`src/rtl/execute_cycle_pkg.sv`:
```
`default_nettype none
// ============================================================================
// Module   : execute_cycle_pkg
// Purpose  : Shared encodings for the execute stage. The ALU operation codes
//            are produced by the control unit; the forward selects are
//            produced by the hazard unit.
// Contents : ALU_* opcodes, FWD_* selects, fwd_select() operand mux helper.
// Revision : 1.0 - initial release
// ============================================================================
package execute_cycle_pkg;

  // ALUControl encodings (100, 110 and 111 are unused and yield zero)
  localparam logic [2:0] ALU_ADD = 3'b000;
  localparam logic [2:0] ALU_SUB = 3'b001;
  localparam logic [2:0] ALU_AND = 3'b010;
  localparam logic [2:0] ALU_OR  = 3'b011;
  localparam logic [2:0] ALU_SLT = 3'b101;

  // Forward-select encodings (11 falls back to the register-file value)
  localparam logic [1:0] FWD_NONE = 2'b00;
  localparam logic [1:0] FWD_WB   = 2'b01;
  localparam logic [1:0] FWD_MEM  = 2'b10;

  // Operand forwarding mux shared by the A and B paths
  function automatic logic [31:0] fwd_select(input logic [1:0]  sel,
                                             input logic [31:0] reg_val,
                                             input logic [31:0] wb_val,
                                             input logic [31:0] mem_val);
    case (sel)
      FWD_WB:  return wb_val;
      FWD_MEM: return mem_val;
      default: return reg_val;
    endcase
  endfunction

endpackage
`default_nettype wire

```
`src/rtl/execute_cycle_alu.sv`:
```
`default_nettype none
// ============================================================================
// Module   : ALU
// Purpose  : 32-bit combinational ALU for the execute stage.
// Ports    : A, B        - operands
//            ALUControl  - operation select (execute_cycle_pkg ALU_*)
//            Result      - operation result (add/sub wrap modulo 2^32)
//            Zero        - high when Result is zero
// Revision : 1.0 - initial release
// ============================================================================
module ALU
  import execute_cycle_pkg::*;
(
  input  logic [31:0] A,
  input  logic [31:0] B,
  input  logic [2:0]  ALUControl,
  output logic [31:0] Result,
  output logic        Zero
);

  always_comb begin
    Result = 32'h0;
    case (ALUControl)
      ALU_ADD: Result = A + B;
      ALU_SUB: Result = A - B;
      ALU_AND: Result = A & B;
      ALU_OR:  Result = A | B;
      ALU_SLT: Result = {31'b0, ($signed(A) < $signed(B))};
      default: Result = 32'h0;
    endcase
  end

  assign Zero = (Result == 32'h0);

endmodule
`default_nettype wire

```
`src/rtl/execute_cycle.sv`:
```
`default_nettype none
// ============================================================================
// Module   : execute_cycle
// Purpose  : Execute stage of a 5-stage RISC pipeline plus the EX/MEM
//            register and a saturating taken-redirect counter.
// Ports    : clk, rst (async, active low)
//            ID/EX  : RegWriteE, ALUSrcE, MemWriteE, BranchE, JumpE,
//                     ResultSrcE, ALUControlE, RD1_E, RD2_E, Imm_Ext_E,
//                     PCE, PCPlus4E, RD_E
//            Hazard : ForwardAE, ForwardBE, ResultW
//            Redirect (comb) : PCSrcE, PCTargetE
//            EX/MEM (reg)    : RegWriteM, MemWriteM, ResultSrcM, RD_M,
//                              ALUResultM, WriteDataM, PCPlus4M
//            BranchTakenCount - saturating count of redirects
// Revision : 1.0 - initial release
// ============================================================================
module execute_cycle
  import execute_cycle_pkg::*;
(
  input  logic        clk,
  input  logic        rst,
  input  logic        RegWriteE,
  input  logic        ALUSrcE,
  input  logic        MemWriteE,
  input  logic        BranchE,
  input  logic        JumpE,
  input  logic [1:0]  ResultSrcE,
  input  logic [2:0]  ALUControlE,
  input  logic [31:0] RD1_E,
  input  logic [31:0] RD2_E,
  input  logic [31:0] Imm_Ext_E,
  input  logic [31:0] PCE,
  input  logic [31:0] PCPlus4E,
  input  logic [4:0]  RD_E,
  input  logic [1:0]  ForwardAE,
  input  logic [1:0]  ForwardBE,
  input  logic [31:0] ResultW,
  output logic        PCSrcE,
  output logic [31:0] PCTargetE,
  output logic        RegWriteM,
  output logic        MemWriteM,
  output logic [1:0]  ResultSrcM,
  output logic [4:0]  RD_M,
  output logic [31:0] ALUResultM,
  output logic [31:0] WriteDataM,
  output logic [31:0] PCPlus4M,
  output logic [31:0] BranchTakenCount
);

  logic [31:0] src_a;
  logic [31:0] fwd_b;
  logic [31:0] src_b;
  logic [31:0] alu_result;
  logic        alu_zero;

  logic        regwrite_q;
  logic        memwrite_q;
  logic [1:0]  resultsrc_q;
  logic [4:0]  rd_q;
  logic [31:0] aluresult_q;
  logic [31:0] writedata_q;
  logic [31:0] pcplus4_q;
  logic [31:0] cnt_q;
  logic [31:0] cnt_d;

  // The MEM-stage forward uses the registered ALU result so a dependent
  // instruction sees the value produced one cycle earlier.
  assign src_a = fwd_select(ForwardAE, RD1_E, ResultW, aluresult_q);
  assign fwd_b = fwd_select(ForwardBE, RD2_E, ResultW, aluresult_q);
  assign src_b = ALUSrcE ? Imm_Ext_E : fwd_b;

  ALU u_alu (
    .A          (src_a),
    .B          (src_b),
    .ALUControl (ALUControlE),
    .Result     (alu_result),
    .Zero       (alu_zero)
  );

  // Redirect path is purely combinational and unaffected by reset
  assign PCTargetE = PCE + Imm_Ext_E;
  assign PCSrcE    = (BranchE & alu_zero) | JumpE;

  // Saturating redirect counter
  always_comb begin
    cnt_d = cnt_q;
    if (PCSrcE && (cnt_q != 32'hFFFF_FFFF)) begin
      cnt_d = cnt_q + 32'd1;
    end
  end

  always_ff @(posedge clk or negedge rst) begin
    if (!rst) begin
      regwrite_q  <= 1'b0;
      memwrite_q  <= 1'b0;
      resultsrc_q <= 2'b0;
      rd_q        <= 5'b0;
      aluresult_q <= 32'h0;
      writedata_q <= 32'h0;
      pcplus4_q   <= 32'h0;
      cnt_q       <= 32'h0;
    end else begin
      regwrite_q  <= RegWriteE;
      memwrite_q  <= MemWriteE;
      resultsrc_q <= ResultSrcE;
      rd_q        <= RD_E;
      aluresult_q <= alu_result;
      writedata_q <= fwd_b;       // store data is taken before the ALUSrc mux
      pcplus4_q   <= PCPlus4E;
      cnt_q       <= cnt_d;
    end
  end

  assign RegWriteM        = regwrite_q;
  assign MemWriteM        = memwrite_q;
  assign ResultSrcM       = resultsrc_q;
  assign RD_M             = rd_q;
  assign ALUResultM       = aluresult_q;
  assign WriteDataM       = writedata_q;
  assign PCPlus4M         = pcplus4_q;
  assign BranchTakenCount = cnt_q;

endmodule
`default_nettype wire

```
`config.mk`:
```
export PLATFORM = sky130hd
export DESIGN_NAME = execute_cycle
export DESIGN_NICKNAME = d
export VERILOG_FILES = /design/src/rtl/execute_cycle_pkg.sv /design/src/rtl/execute_cycle_alu.sv /design/src/rtl/execute_cycle.sv
export SDC_FILE = /design/constraint.sdc
export NUM_CORES = 1
export LEC_CHECK = 0
export ABC_AREA = 1
export CORE_ASPECT_RATIO = 1.2
export CORE_MARGIN = 5
export CORE_UTILIZATION = 45
export DETAILED_ROUTE_END_ITERATION = 12
export PLACE_DENSITY = 0.74
export SETUP_SLACK_MARGIN = 0.3
export SYNTH_ARGS = -nofsm -noshare
export SYNTH_HDL_FRONTEND = slang
export SYNTH_HIERARCHICAL = 1
export SYNTH_SLANG_ARGS = --single-unit
```
`constraint.sdc`:
```
create_clock -name clk -period 7.2 [get_ports clk]
set_clock_uncertainty 0.05 [all_clocks]
set_input_delay 1.44 -clock clk [delete_from_list [all_inputs] [get_ports clk]]
set_output_delay 1.44 -clock clk [all_outputs]
set_load 0.05 [all_outputs]
```
==> results.md <==
* Outcome: completed
* Average wire per cell in the routed design at 20.8 um
* Launch instance of the worst register-to-register path: ALUResultM[16]$_DFF_PN0_
* Critical R2R Capture: ALUResultM[19]$_DFF_PN0_
* Routability congestion estimate from global placement at 1.02
* Placed wire-length estimate after detailed placement at 62.2 mm
* Initial drt markers at 2234
* Startpoint-to-endpoint class of the critical path: in2out
* Cell count of the worst hold path at 1
* Count of TritonRoute iterations in the first routing pass at 6
* Dominant delay contributor by cell family on the critical path: simple AND/OR/NAND/NOR gates
* Actual slew at the worst max-slew pin at 1.02 ns
* VDD IR-drop max at 0.178 mV
* Width of the chip at 179 um
* Worst Hold Path EP: BranchTakenCount[24]$_DFFE_PN0P_
* Avg Inst Size Synth at 5.87 sq um
* Synth Warn # at 6
* GR Overflow Total at 0
* Startpoint of the worst hold path: BranchTakenCount[24]$_DFFE_PN0P_
* Final-layout setup total negative slack at 0 ns
* Die outline area at 38100 sq um
* Normalized max-slew margin at 32.1%
* Fin. Hold Viols at 0
* Synth area leader: nand2_1
* Clock insertion delay at the later pin of the skew report at 0.45 ns
* Top-Level Pins at 383
* P&R area growth vs syn at 58.1%
* Post-Route WL at 80.2 mm
* Number of antenna violations at the first check in global routing at 3
* P_sw at 0.00250 W
* Clock tree root driver cell: clkbuf_16
* Number of max-capacitance violations reported at 0
* Mean number of vias per cell at 5.40
* PortBufs at 382
* Pleak at 12.8 nW
* Part of the power in combinational logic at 64.6%
* Largest net degree at the start of global routing at 71
* Signal arrival time at the worst endpoint at 5.23 ns
* Synthesized area at 15400 sq um
* # rows at 74
* Fraction of final layout cells sized beyond drive strength 1 at 21.6%
* Cells after Synth at 2630
* Number of nets produced by synthesis at 2989
* Slowest cell delay on critical path at 0.30 ns
* Number of CTS-inserted buffers at 17
* Dominant synthesized flop cell: dfrtp_1
* Total track usage at 40.2%
* Setup repair after global routing missed its margin: no
* Part of the power in registers at 18.6%
* Sort of element at the end of the critical path: output port
* Master of the slowest instance on the critical path: ha_4
* Clock buffer depth at 2
* Number of enable flip-flop cells after synthesis at 0
* Final net count at 3741
* Synth unique cells at 45
* FMAX at 0.149 GHz
* Fill count at 2783
* Switch share at 48.6%
* Number of flip-flops and latches in the synthesized netlist at 137
* Clk pwr share at 16.8%
* H-tree Lvls at 4
* Setup slack of the most critical reg-to-reg path at 1.74 ns
* Number of pins with negative max-slew slack in the final report at 0
* Area share of the largest cell type after synthesis at 23.0%
* Endpoints failing setup at 0
* Maximum fanout count along the critical path at 7
* Commonest cells post-synth: nand2_1 (944), inv_1 (431), nor2_1 (290)
* Final period util at 93.4%
* Cell Pwr Density at 211 nW/um^2
* Pwr Total at 0.00514 W
* Core ar. at 34000 sq um
* Buffering stage count on the worst path with inverters included at 11
* Wire length of the first global-routing pass at 117 mm
* CTS clk-pin slew, worst paths at 0.07 ns
* Cell seen most often among critical-path stages: nand2_1
* Ranking of synthesized cells by area: nand2_1 (23%), dfrtp_1 (22%), ha_1 (12%)
* Worst Setup Start Kind: input pin
* Vias in the first global route at 21100
* Final design utilization at 71.8%
* Most frequent cell after synthesis: nand2_1
* Cell internal pwr at 0.00264 W
* Shortest period the worst path allows at 6.72 ns
* DRC Markers at 0
* DR vias at 20800
* Depth of the most critical reg-to-reg path at 40
* Post-synth ARST share at 100%
* Worst min-delay path category: reg2reg
* Die Height at 213 um
* Worst EP required at 5.71 ns
* Count of nets left with antenna violations after detail routing at 0
* Clock tree from TritonCTS: done
* Starting Density at 45.4%
* Clk sink count at 137
* Part of the Yosys area used for sequential elements at 22.2%
[metal layers]
layer / share of wire, % / vias up / GRT usage, %
met1: 33 / 9464 / 43.4
met4: 8.5 / 2 / 26.8
met2: 48 / 1345 / 70.8
li1: - / 9586 / -
met3: 10 / 396 / 8.16
met5: 0.012 / - / 0
[sequential cells by signal, indices dropped and copies added, names as in the netlist]
signal            cells
RD_M                  5
ALUResultM           32
BranchTakenCount     32
ResultSrcM            2
WriteDataM           32
RegWriteM             1
MemWriteM             1
PCPlus4M             32
[metrics by stage]
stage / hold WS (ns) / worst slack [ns] / std cells / cell area, sq um
6_report: 0.483 / 0.477 / 3853 / 24400
5_1_grt: 0.503 / 0.316 / 3853 / 24400
4_1_cts: 0.481 / 0.307 / 3829 / 23800
3_5_place_dp: 0.471 / -0.400 / 3753 / 22200
3_3_place_gp: 0.465 / -0.314 / 3753 / 22200
2_1_floorplan: 0.727 / 0.770 / 2630 / 15400
[power groups by stage]
stage	Clock [W]	Sequential [W]	Combinational, W
2_1_floorplan	0	0.00123	0.00129
3_3_place_gp	0	0.000956	0.00287
3_5_place_dp	0	0.000957	0.00292
4_1_cts	0.000858	0.000949	0.00313
5_1_grt	0.000897	0.000959	0.00352
6_report	0.000864	0.000957	0.00332
[how the worst max path moves through the flow]
stage,depth (start not counted),start,to
3_5_place_dp,31,ForwardBE[0],PCSrcE
2_1_floorplan,31,ForwardBE[0],PCSrcE
5_1_grt,32,ForwardBE[0],PCSrcE
6_report,32,ForwardBE[0],PCSrcE
3_3_place_gp,32,ForwardBE[0],PCSrcE
4_1_cts,29,ForwardAE[0],PCSrcE
[cells by family (layout without fill, tap and decap cells)]
group                      count (synthesis)  after routing  synth area share, %
and+or+nand+nor                         1497           1497                 40.1
buffers and inverters                    517           1282                 13.4
AOI/OAI and AO/OA                        299            299                 10.4
adders and majority gates                146            146                 12.0
DFF                                      137            137                 22.2
xor gates and xnor gates                  34             34                 1.93
other                                      0              2                    0
[repair_timing]
item | 4_1_cts | 5_1_grt
hold endpoints to repair | 0 | 0
hold buffers | 0 | 0
endpoints found under the setup margin | 1 | 2
pin swaps | 41 | 54
resized for setup | 159 | 109
cloned | 5 | 2
buffers inserted | 39 | 20
[worst register-to-register path: cells and delay by family, from the launching register on]
kind / cells / cell delay, ns
and+or+nand+nor: 10 / 1.05
buffers and inverters: 27 / 3.29
adders and majority gates: 1 / 0.30
DFF: 1 / 0.42
AOI/OAI and AO/OA: 2 / 0.26
[final cells by class]
type | instances | area [sq um] | area share, %
clock buffer | 18 | 429 | 1.76
multi-input combinational | 1976 | 10900 | 44.6
timing repair buffer | 800 | 7260 | 29.7
tap | 456 | 571 | 2.34
inverter | 450 | 1700 | 6.97
sequential | 137 | 3430 | 14.0
clock inverter | 14 | 130 | 0.533
antenna | 2 | 5.00 | 0.0205
[layout by cell type, fill, tap and decap left out, types with 16 or more instances in the layout]
master / n
nand2_2: 58
dfrtp_1: 137
ha_4: 30
a21oi_2: 59
nor2_2: 43
o22ai_1: 17
nand3b_1: 16
nand4_1: 18
nor2_1: 250
nand2_1: 912
inv_1: 417
clkdlybuf4s50_1: 376
buf_4: 388
clkbuf_16: 18
o21ai_0: 38
nor3_1: 20
a21oi_1: 153
xor2_1: 26
inv_2: 25
ha_1: 111
nor2_4: 18
nand3_1: 129
Note: power is estimated with default switching activity, not from simulation.
